### src/rtl/spi_slave_stream.sv
// spi_slave_stream: SPI mode-0 slave, MSB first, oversampled by clk_i.
// Bus pins pass through SYNC_STAGES flops and are edge-detected in clk_i.
// Received/transmitted words use valid/ready streams.
// Optional feature macro: SPI_SLAVE_QUAD_EN adds quad_i and 4-lane transfers.
module spi_slave_stream #(
    parameter int DATA_WIDTH  = 32,
    parameter int SYNC_STAGES = 2
) (
    input  logic                  clk_i,
    input  logic                  rst_i,
    input  logic                  clr_i,
    input  logic                  spi_sclk_i,
    input  logic                  spi_csn_i,
    input  logic                  spi_sdi0_i,
    input  logic                  spi_sdi1_i,
    input  logic                  spi_sdi2_i,
    input  logic                  spi_sdi3_i,
`ifdef SPI_SLAVE_QUAD_EN
    input  logic                  quad_i,
`endif
    output logic                  spi_sdo0_o,
    output logic                  spi_sdo1_o,
    output logic                  spi_sdo2_o,
    output logic                  spi_sdo3_o,
    output logic                  spi_oe_o,
    input  logic [DATA_WIDTH-1:0] tx_data_i,
    input  logic                  tx_valid_i,
    output logic                  tx_ready_o,
    output logic [DATA_WIDTH-1:0] rx_data_o,
    output logic                  rx_valid_o,
    input  logic                  rx_ready_i,
    output logic                  eot_o,
    output logic                  overflow_o,
    output logic                  underrun_o
);

    localparam int CW = $clog2(DATA_WIDTH);
`ifdef SPI_SLAVE_QUAD_EN
    localparam int LANES = 4;
`else
    localparam int LANES = 1;
`endif

    typedef enum logic [1:0] {IDLE, LOAD, SHIFT} state_t;

    state_t                           state;
    logic [SYNC_STAGES-1:0]           sclk_sync;
    logic [SYNC_STAGES-1:0]           csn_sync;
    logic [SYNC_STAGES-1:0][LANES-1:0] sdi_sync;
    logic                             sclk_prev;
    logic                             csn_prev;
    logic [LANES-1:0]                 sdi_in;
    logic [LANES-1:0]                 sdi;
    logic                             sclk_rise;
    logic                             sclk_fall;
    logic                             csn_rise;
    logic                             csn_fall;
    logic [DATA_WIDTH-1:0]            tx_shift;
    logic [DATA_WIDTH-1:0]            tx_next;
    logic [DATA_WIDTH-2:0]            rx_shift;
    logic [DATA_WIDTH-1:0]            rx_next;
    logic [CW-1:0]                    cnt;
    logic [CW-1:0]                    cnt_last;
    logic                             done;
    logic                             reload;

`ifdef SPI_SLAVE_QUAD_EN
    logic quad;
    assign sdi_in     = {spi_sdi3_i, spi_sdi2_i, spi_sdi1_i, spi_sdi0_i};
    assign rx_next    = quad ? {rx_shift[DATA_WIDTH-5:0], sdi} : {rx_shift, sdi[0]};
    assign tx_next    = quad ? (tx_shift << 4) : (tx_shift << 1);
    assign cnt_last   = quad ? CW'(DATA_WIDTH/4 - 1) : CW'(DATA_WIDTH - 1);
    assign spi_sdo0_o = quad ? tx_shift[DATA_WIDTH-4] : tx_shift[DATA_WIDTH-1];
    assign spi_sdo1_o = quad & tx_shift[DATA_WIDTH-3];
    assign spi_sdo2_o = quad & tx_shift[DATA_WIDTH-2];
    assign spi_sdo3_o = quad & tx_shift[DATA_WIDTH-1];
`else
    logic unused_sdi;
    assign unused_sdi = &{1'b0, spi_sdi1_i, spi_sdi2_i, spi_sdi3_i};
    assign sdi_in     = spi_sdi0_i;
    assign rx_next    = {rx_shift, sdi};
    assign tx_next    = tx_shift << 1;
    assign cnt_last   = CW'(DATA_WIDTH - 1);
    assign spi_sdo0_o = tx_shift[DATA_WIDTH-1];
    assign spi_sdo1_o = 1'b0;
    assign spi_sdo2_o = 1'b0;
    assign spi_sdo3_o = 1'b0;
`endif

    assign sdi       = sdi_sync[SYNC_STAGES-1];
    assign sclk_rise =  sclk_sync[SYNC_STAGES-1] & ~sclk_prev;
    assign sclk_fall = ~sclk_sync[SYNC_STAGES-1] &  sclk_prev;
    assign csn_rise  =  csn_sync[SYNC_STAGES-1]  & ~csn_prev;
    assign csn_fall  = ~csn_sync[SYNC_STAGES-1]  &  csn_prev;

    // Word boundary on SCLK fall: next tx word replaces the shift instead of shifting.
    assign reload     = (state == SHIFT) && !csn_rise && sclk_fall && done;
    assign spi_oe_o   = (state != IDLE);
    assign tx_ready_o = !rst_i && !clr_i && tx_valid_i &&
                        (((state == LOAD) && !csn_rise) || reload);

    // Pin synchronisers; only rst_i stops them so clr_i keeps edge history coherent.
    always_ff @(posedge clk_i) begin
        if (rst_i) begin
            sclk_sync <= '0;
            csn_sync  <= '1;
            sdi_sync  <= '0;
            sclk_prev <= 1'b0;
            csn_prev  <= 1'b1;
        end else begin
            sclk_sync <= {sclk_sync[SYNC_STAGES-2:0], spi_sclk_i};
            csn_sync  <= {csn_sync[SYNC_STAGES-2:0], spi_csn_i};
            sdi_sync  <= {sdi_sync[SYNC_STAGES-2:0], sdi_in};
            sclk_prev <= sclk_sync[SYNC_STAGES-1];
            csn_prev  <= csn_sync[SYNC_STAGES-1];
        end
    end

    // Frame FSM, shift registers, rx stream and sticky flags.
    always_ff @(posedge clk_i) begin
        if (rst_i || clr_i) begin
            state      <= IDLE;
            tx_shift   <= '0;
            rx_shift   <= '0;
            cnt        <= '0;
            done       <= 1'b0;
            rx_data_o  <= '0;
            rx_valid_o <= 1'b0;
            eot_o      <= 1'b0;
            overflow_o <= 1'b0;
            underrun_o <= 1'b0;
`ifdef SPI_SLAVE_QUAD_EN
            quad       <= 1'b0;
`endif
        end else begin
            eot_o <= 1'b0;
            if (rx_valid_o && rx_ready_i)
                rx_valid_o <= 1'b0;
            if (csn_rise) begin
                // End of frame wins over any SCLK edge seen in the same cycle.
                eot_o    <= 1'b1;
                state    <= IDLE;
                cnt      <= '0;
                done     <= 1'b0;
                rx_shift <= '0;
                tx_shift <= '0;
            end else begin
                case (state)
                    IDLE: if (csn_fall) state <= LOAD;
                    LOAD: begin
                        state    <= SHIFT;
                        cnt      <= '0;
                        done     <= 1'b0;
                        tx_shift <= tx_valid_i ? tx_data_i : '0;
                        if (!tx_valid_i) underrun_o <= 1'b1;
`ifdef SPI_SLAVE_QUAD_EN
                        quad     <= quad_i;
`endif
                    end
                    SHIFT: begin
                        if (sclk_rise) begin
                            rx_shift <= rx_next[DATA_WIDTH-2:0];
                            if (cnt == cnt_last) begin
                                cnt  <= '0;
                                done <= 1'b1;
                                // An accept in the same cycle frees the slot for the new word.
                                if (!rx_valid_o || rx_ready_i) begin
                                    rx_data_o  <= rx_next;
                                    rx_valid_o <= 1'b1;
                                end else begin
                                    overflow_o <= 1'b1;
                                end
                            end else begin
                                cnt <= cnt + 1'b1;
                            end
                        end else if (sclk_fall) begin
                            if (done) begin
                                done     <= 1'b0;
                                tx_shift <= tx_valid_i ? tx_data_i : '0;
                                if (!tx_valid_i) underrun_o <= 1'b1;
                            end else begin
                                tx_shift <= tx_next;
                            end
                        end
                    end
                    default: state <= IDLE;
                endcase
            end
        end
    end

endmodule

### config.mk
export PLATFORM = sky130hd
export DESIGN_NAME = spi_slave_stream
export DESIGN_NICKNAME = d
export VERILOG_FILES = /design/src/rtl/spi_slave_stream.sv
export SDC_FILE = /design/constraint.sdc
export NUM_CORES = 1
export LEC_CHECK = 0
export BUFFER_PORTS_ARGS = -buffer_cell sky130_fd_sc_hd__buf_2
export CORE_MARGIN = 5
export CORE_UTILIZATION = 50
export DETAILED_ROUTE_END_ITERATION = 10
export PLACE_DENSITY_LB_ADDON = 0.05
export SYNTH_ARGS = -nofsm -noshare
export SYNTH_HDL_FRONTEND = slang
export SYNTH_SLANG_ARGS = --single-unit
export TNS_END_PERCENT = 10
### constraint.sdc
create_clock -name clk_i -period 1.89 [get_ports clk_i]
set_input_delay 0.378 -clock clk_i [delete_from_list [all_inputs] [get_ports clk_i]]
set_output_delay 0.378 -clock clk_i [all_outputs]
set_load 0.1 [all_outputs]
==> flow_metrics.env <==
export IMPL_hold_viol=0
export IMPL_drive_above_1_share_pct=25.6
export IMPL_core_sq_um=9150
export IMPL_ant_nets=0
export IMPL_async_reset_ff_share_pct=0
export IMPL_cp_start_kind="flip-flop"
export IMPL_tns_ns=-0.0772
export IMPL_hpwl_um=6190
export IMPL_root_buffer="clkbuf_8"
export IMPL_grt_overflow_total=0
export IMPL_syn_avg_cell_area_sq_um=8.39
export IMPL_grt_pass1_vias=3683
export IMPL_violations="negative setup slack"
export IMPL_cp_arrival_ns=1.59
export IMPL_layout_setup_ws_ns=-0.0772
export IMPL_stdcell_area_sq_um=5850
export IMPL_area_delta_synth_final_pct=25.5
export IMPL_relSlewSlack_pct=65.1
export IMPL_clkSinkCount=115
export IMPL_ys_seq_area_share_pct=49.4
export IMPL_worst_setup_path_type="reg2out"
export IMPL_io_pins=85
export IMPL_finalNonFillerCells=751
export IMPL_dieArea_sq_um=11400
export IMPL_clock_path_buffers=2
export IMPL_clkTransAtPathRegs_ns=0.06
export IMPL_dr_pass1_iters=4
export IMPL_grt_pass1_wl_um=17100
export IMPL_vias=3876
export IMPL_cts_tree="built"
export IMPL_port_buffers=78
export IMPL_p_sw_share_pct=22.3
export IMPL_power_total_mw=5.86
export IMPL_yosysWarnings=0
export IMPL_sequentialPowerShare_pct=41.8
export IMPL_synth_edf_count=0
export IMPL_power_density_nw_per_um2=1000
export IMPL_setup_viol=1
export IMPL_fp_dieW_um=107
export IMPL_slowest_stage="dfxtp_4"
export IMPL_rsz0062_at_grt="true"
export IMPL_syn_inst=556
export IMPL_crit_fanout=3
export IMPL_drc_errors=0
export IMPL_synth_main_ff_cell="dfxtp_1"
export IMPL_fin_skew_ns=0.0131
export IMPL_min_period_ns=1.97
export IMPL_cp_num_buf_inv=2
export IMPL_placed_area_sq_um=5130
export IMPL_final_max_slew_violation_count=0
export IMPL_worstSkewPairLatency_ns=0.51
export IMPL_max_stage_delay_ns=0.36
export IMPL_ctsHtreeMaxLevel=4
export IMPL_maxCapViolCount=0
export IMPL_status="finished, violations left"
export IMPL_finalCritPeriodShare_pct=104
export IMPL_antennaDiodeCount=0
export IMPL_p_comb_share_pct=4.1
export IMPL_antenna_found_initial=0
export IMPL_dp_cells=715
export IMPL_nNetsFinal=678
export IMPL_via_per_inst=5.16
export IMPL_grt_usage_pct=18.2
export IMPL_power_leakage_nw=2.24
export IMPL_required_ns=1.51
export IMPL_fin_util_pct=63.9
export IMPL_cp_top_family="flip-flops"
export IMPL_synth_cell_type_count=38
export IMPL_hold_class="in2reg"
export IMPL_fmax_mhz=508
export IMPL_synth_seq_cells=115
export IMPL_drt_iter0_drc=158
export IMPL_die_h_um=107
export IMPL_worst_pin_slew_ns=0.523
export IMPL_critPathCaptureType="output port"
export IMPL_peakVddDrop_mv=0.530
export IMPL_internal_power_mw=4.55
export IMPL_routabilityCongestion=0.723
export IMPL_grt_max_degree=48
export IMPL_cts_buffers=17
export IMPL_routed_wl_um=9870
export IMPL_rows=35
export IMPL_num_fill_cells=829
export IMPL_routedWlPerCell_um=13.1
export IMPL_switchingPower_mw=1.31
export IMPL_synthesis_area_sq_um=4660
export IMPL_worstPathCellList="inv_4 -> ha_4 -> a31oi_4 -> nor3b_4 -> buf_12"
export IMPL_initial_core_util_pct=51.0
export IMPL_clkPwrFrac_pct=54.2
## cells by family (layout without fill, tap and decap cells)
logic type	count (synthesis)	in the layout	share of synthesized area, %
AOI/OAI and AO/OA	142	142	19.0
and+or+nand+nor	234	234	22.4
muxes	2	2	0.429
adders and majority gates	8	8	2.15
DFF	115	115	49.4
buffers and inverters	54	136	6.57
other	1	3	0.0804
## area by class of cell
| class | count | area [sq um] | share of cell area [%] |
|---|---|---|---|
| Sequential cell | 115 | 2310 | 39.4 |
| Multi-Input combinational cell | 389 | 2140 | 36.6 |
| Timing Repair Buffer | 98 | 646 | 11.0 |
| Clock buffer | 18 | 418 | 7.14 |
| Clock inverter | 14 | 178 | 3.04 |
| Tap cell | 111 | 139 | 2.37 |
| Inverter | 6 | 25.0 | 0.428 |
## registers in the layout, indices dropped and copies added, names as in the netlist
signal	cells
done	1
state	2
sclk_prev	1
sdi	1
eot_o	1
csn_prev	1
underrun_o	1
overflow_o	1
rx_data_o	32
cnt	5
tx_shift	32
sclk_sync	2
sdi_sync	1
csn_sync	2
rx_valid_o	1
rx_shift	31
## repair_timing
| item | 4_1_cts | 5_1_grt |
|---|---|---|
| resized for setup | 18 | 6 |
| setup buffers | 4 | 0 |
| setup endpoints to repair | 2 | 34 |
| hold buffers | 0 | 0 |
| gates cloned | 0 | 0 |
| pin swaps | 3 | 0 |
## synthesized netlist by cell type, types with 2 or more instances
cell,n,share of area (%)
mux2i_1,2,0.43
nor3_1,3,0.32
dfxtp_1,115,49
and2_1,2,0.27
nand2_1,129,10
clkbuf_1,16,1.3
a22oi_1,2,0.32
nor2b_1,3,0.40
nand2b_1,5,0.67
and2b_1,2,0.32
a21oi_1,97,10
a31oi_1,2,0.27
buf_4,6,0.97
inv_1,6,0.48
a21oi_2,4,0.75
nor2_1,44,3.5
and3_1,33,4.4
ha_1,8,2.1
buf_6,8,1.9
a211oi_2,10,2.7
or2_2,3,0.40
buf_2,17,1.8
a211oi_1,22,3.5
nand3_1,3,0.32
## power groups by stage
stage / Clock, mW / Sequential [mW] / Combinational, mW
final: 3.17 / 2.45 / 0.239
after global routing: 3.37 / 2.45 / 0.265
after CTS: 3.24 / 2.45 / 0.240
after detailed placement: 0 / 2.50 / 0.232
after global placement: 0 / 2.50 / 0.229
after floorplan: 0 / 2.50 / 0.172
## layout by cell type (no fill, tap or decap), types with 2 or more instances in the layout
| master | Yosys | routed |
|---|---|---|
| inv_1 | 6 | 2 |
| nand2b_1 | 5 | 4 |
| nand2_1 | 129 | 129 |
| conb_1 | 1 | 3 |
| buf_12 | 0 | 8 |
| bufinv_16 | 0 | 3 |
| inv_2 | 0 | 3 |
| or2_2 | 3 | 3 |
| clkinv_4 | 0 | 5 |
| and3_1 | 33 | 33 |
| and2b_1 | 2 | 2 |
| a21oi_2 | 4 | 4 |
| a21oi_1 | 97 | 97 |
| ha_4 | 0 | 4 |
| nand3_1 | 3 | 3 |
| and2_1 | 2 | 2 |
| a22oi_1 | 2 | 2 |
| clkinv_2 | 0 | 2 |
| buf_4 | 6 | 14 |
| nor2b_1 | 3 | 2 |
| nor3_1 | 3 | 3 |
| a211oi_2 | 10 | 10 |
| a211oi_1 | 22 | 22 |
| mux2i_1 | 2 | 2 |
| inv_6 | 0 | 3 |
| nor2_1 | 44 | 44 |
| dfxtp_1 | 115 | 113 |
| buf_2 | 17 | 76 |
| ha_1 | 8 | 4 |
| clkbuf_16 | 0 | 16 |
## per-layer routing
| metal | vias up | routed length (um) | GRT usage [%] |
|---|---|---|---|
| li1 | 2022 | - | - |
| met1 | 1757 | 4710 | 25.0 |
| met2 | 87 | 4560 | 27.6 |
| met3 | 10 | 483 | 4.76 |
| met4 | 0 | 112 | 6.85 |
| met5 | - | 0 | 0 |
## worst paths after layout
check,start,cells after the start,end,slack (ns)
setup / recovery,state[0]$_SDFFE_PP0P_,5,tx_ready_o,-0.08
hold / removal,spi_csn_i,2,csn_sync[0]$_SDFF_PP1_,0.05
setup reg to reg,cnt[0]$_SDFFE_PP0P_,7,rx_data_o[14]$_SDFFE_PP0P_,0.18
hold reg to reg,csn_sync[0]$_SDFF_PP1_,1,csn_sync[1]$_SDFF_PP1_,0.42
## stage by stage
step                hold slack (ns)  setup WS, ns
finish                       0.0496       -0.0772
global route                 0.0510        -0.140
CTS                          0.0377       -0.0932
detailed placement            0.407        0.0362
global placement              0.394        0.0950
floorplan                     0.389        -0.443
Power figures use the tool's default switching activity.
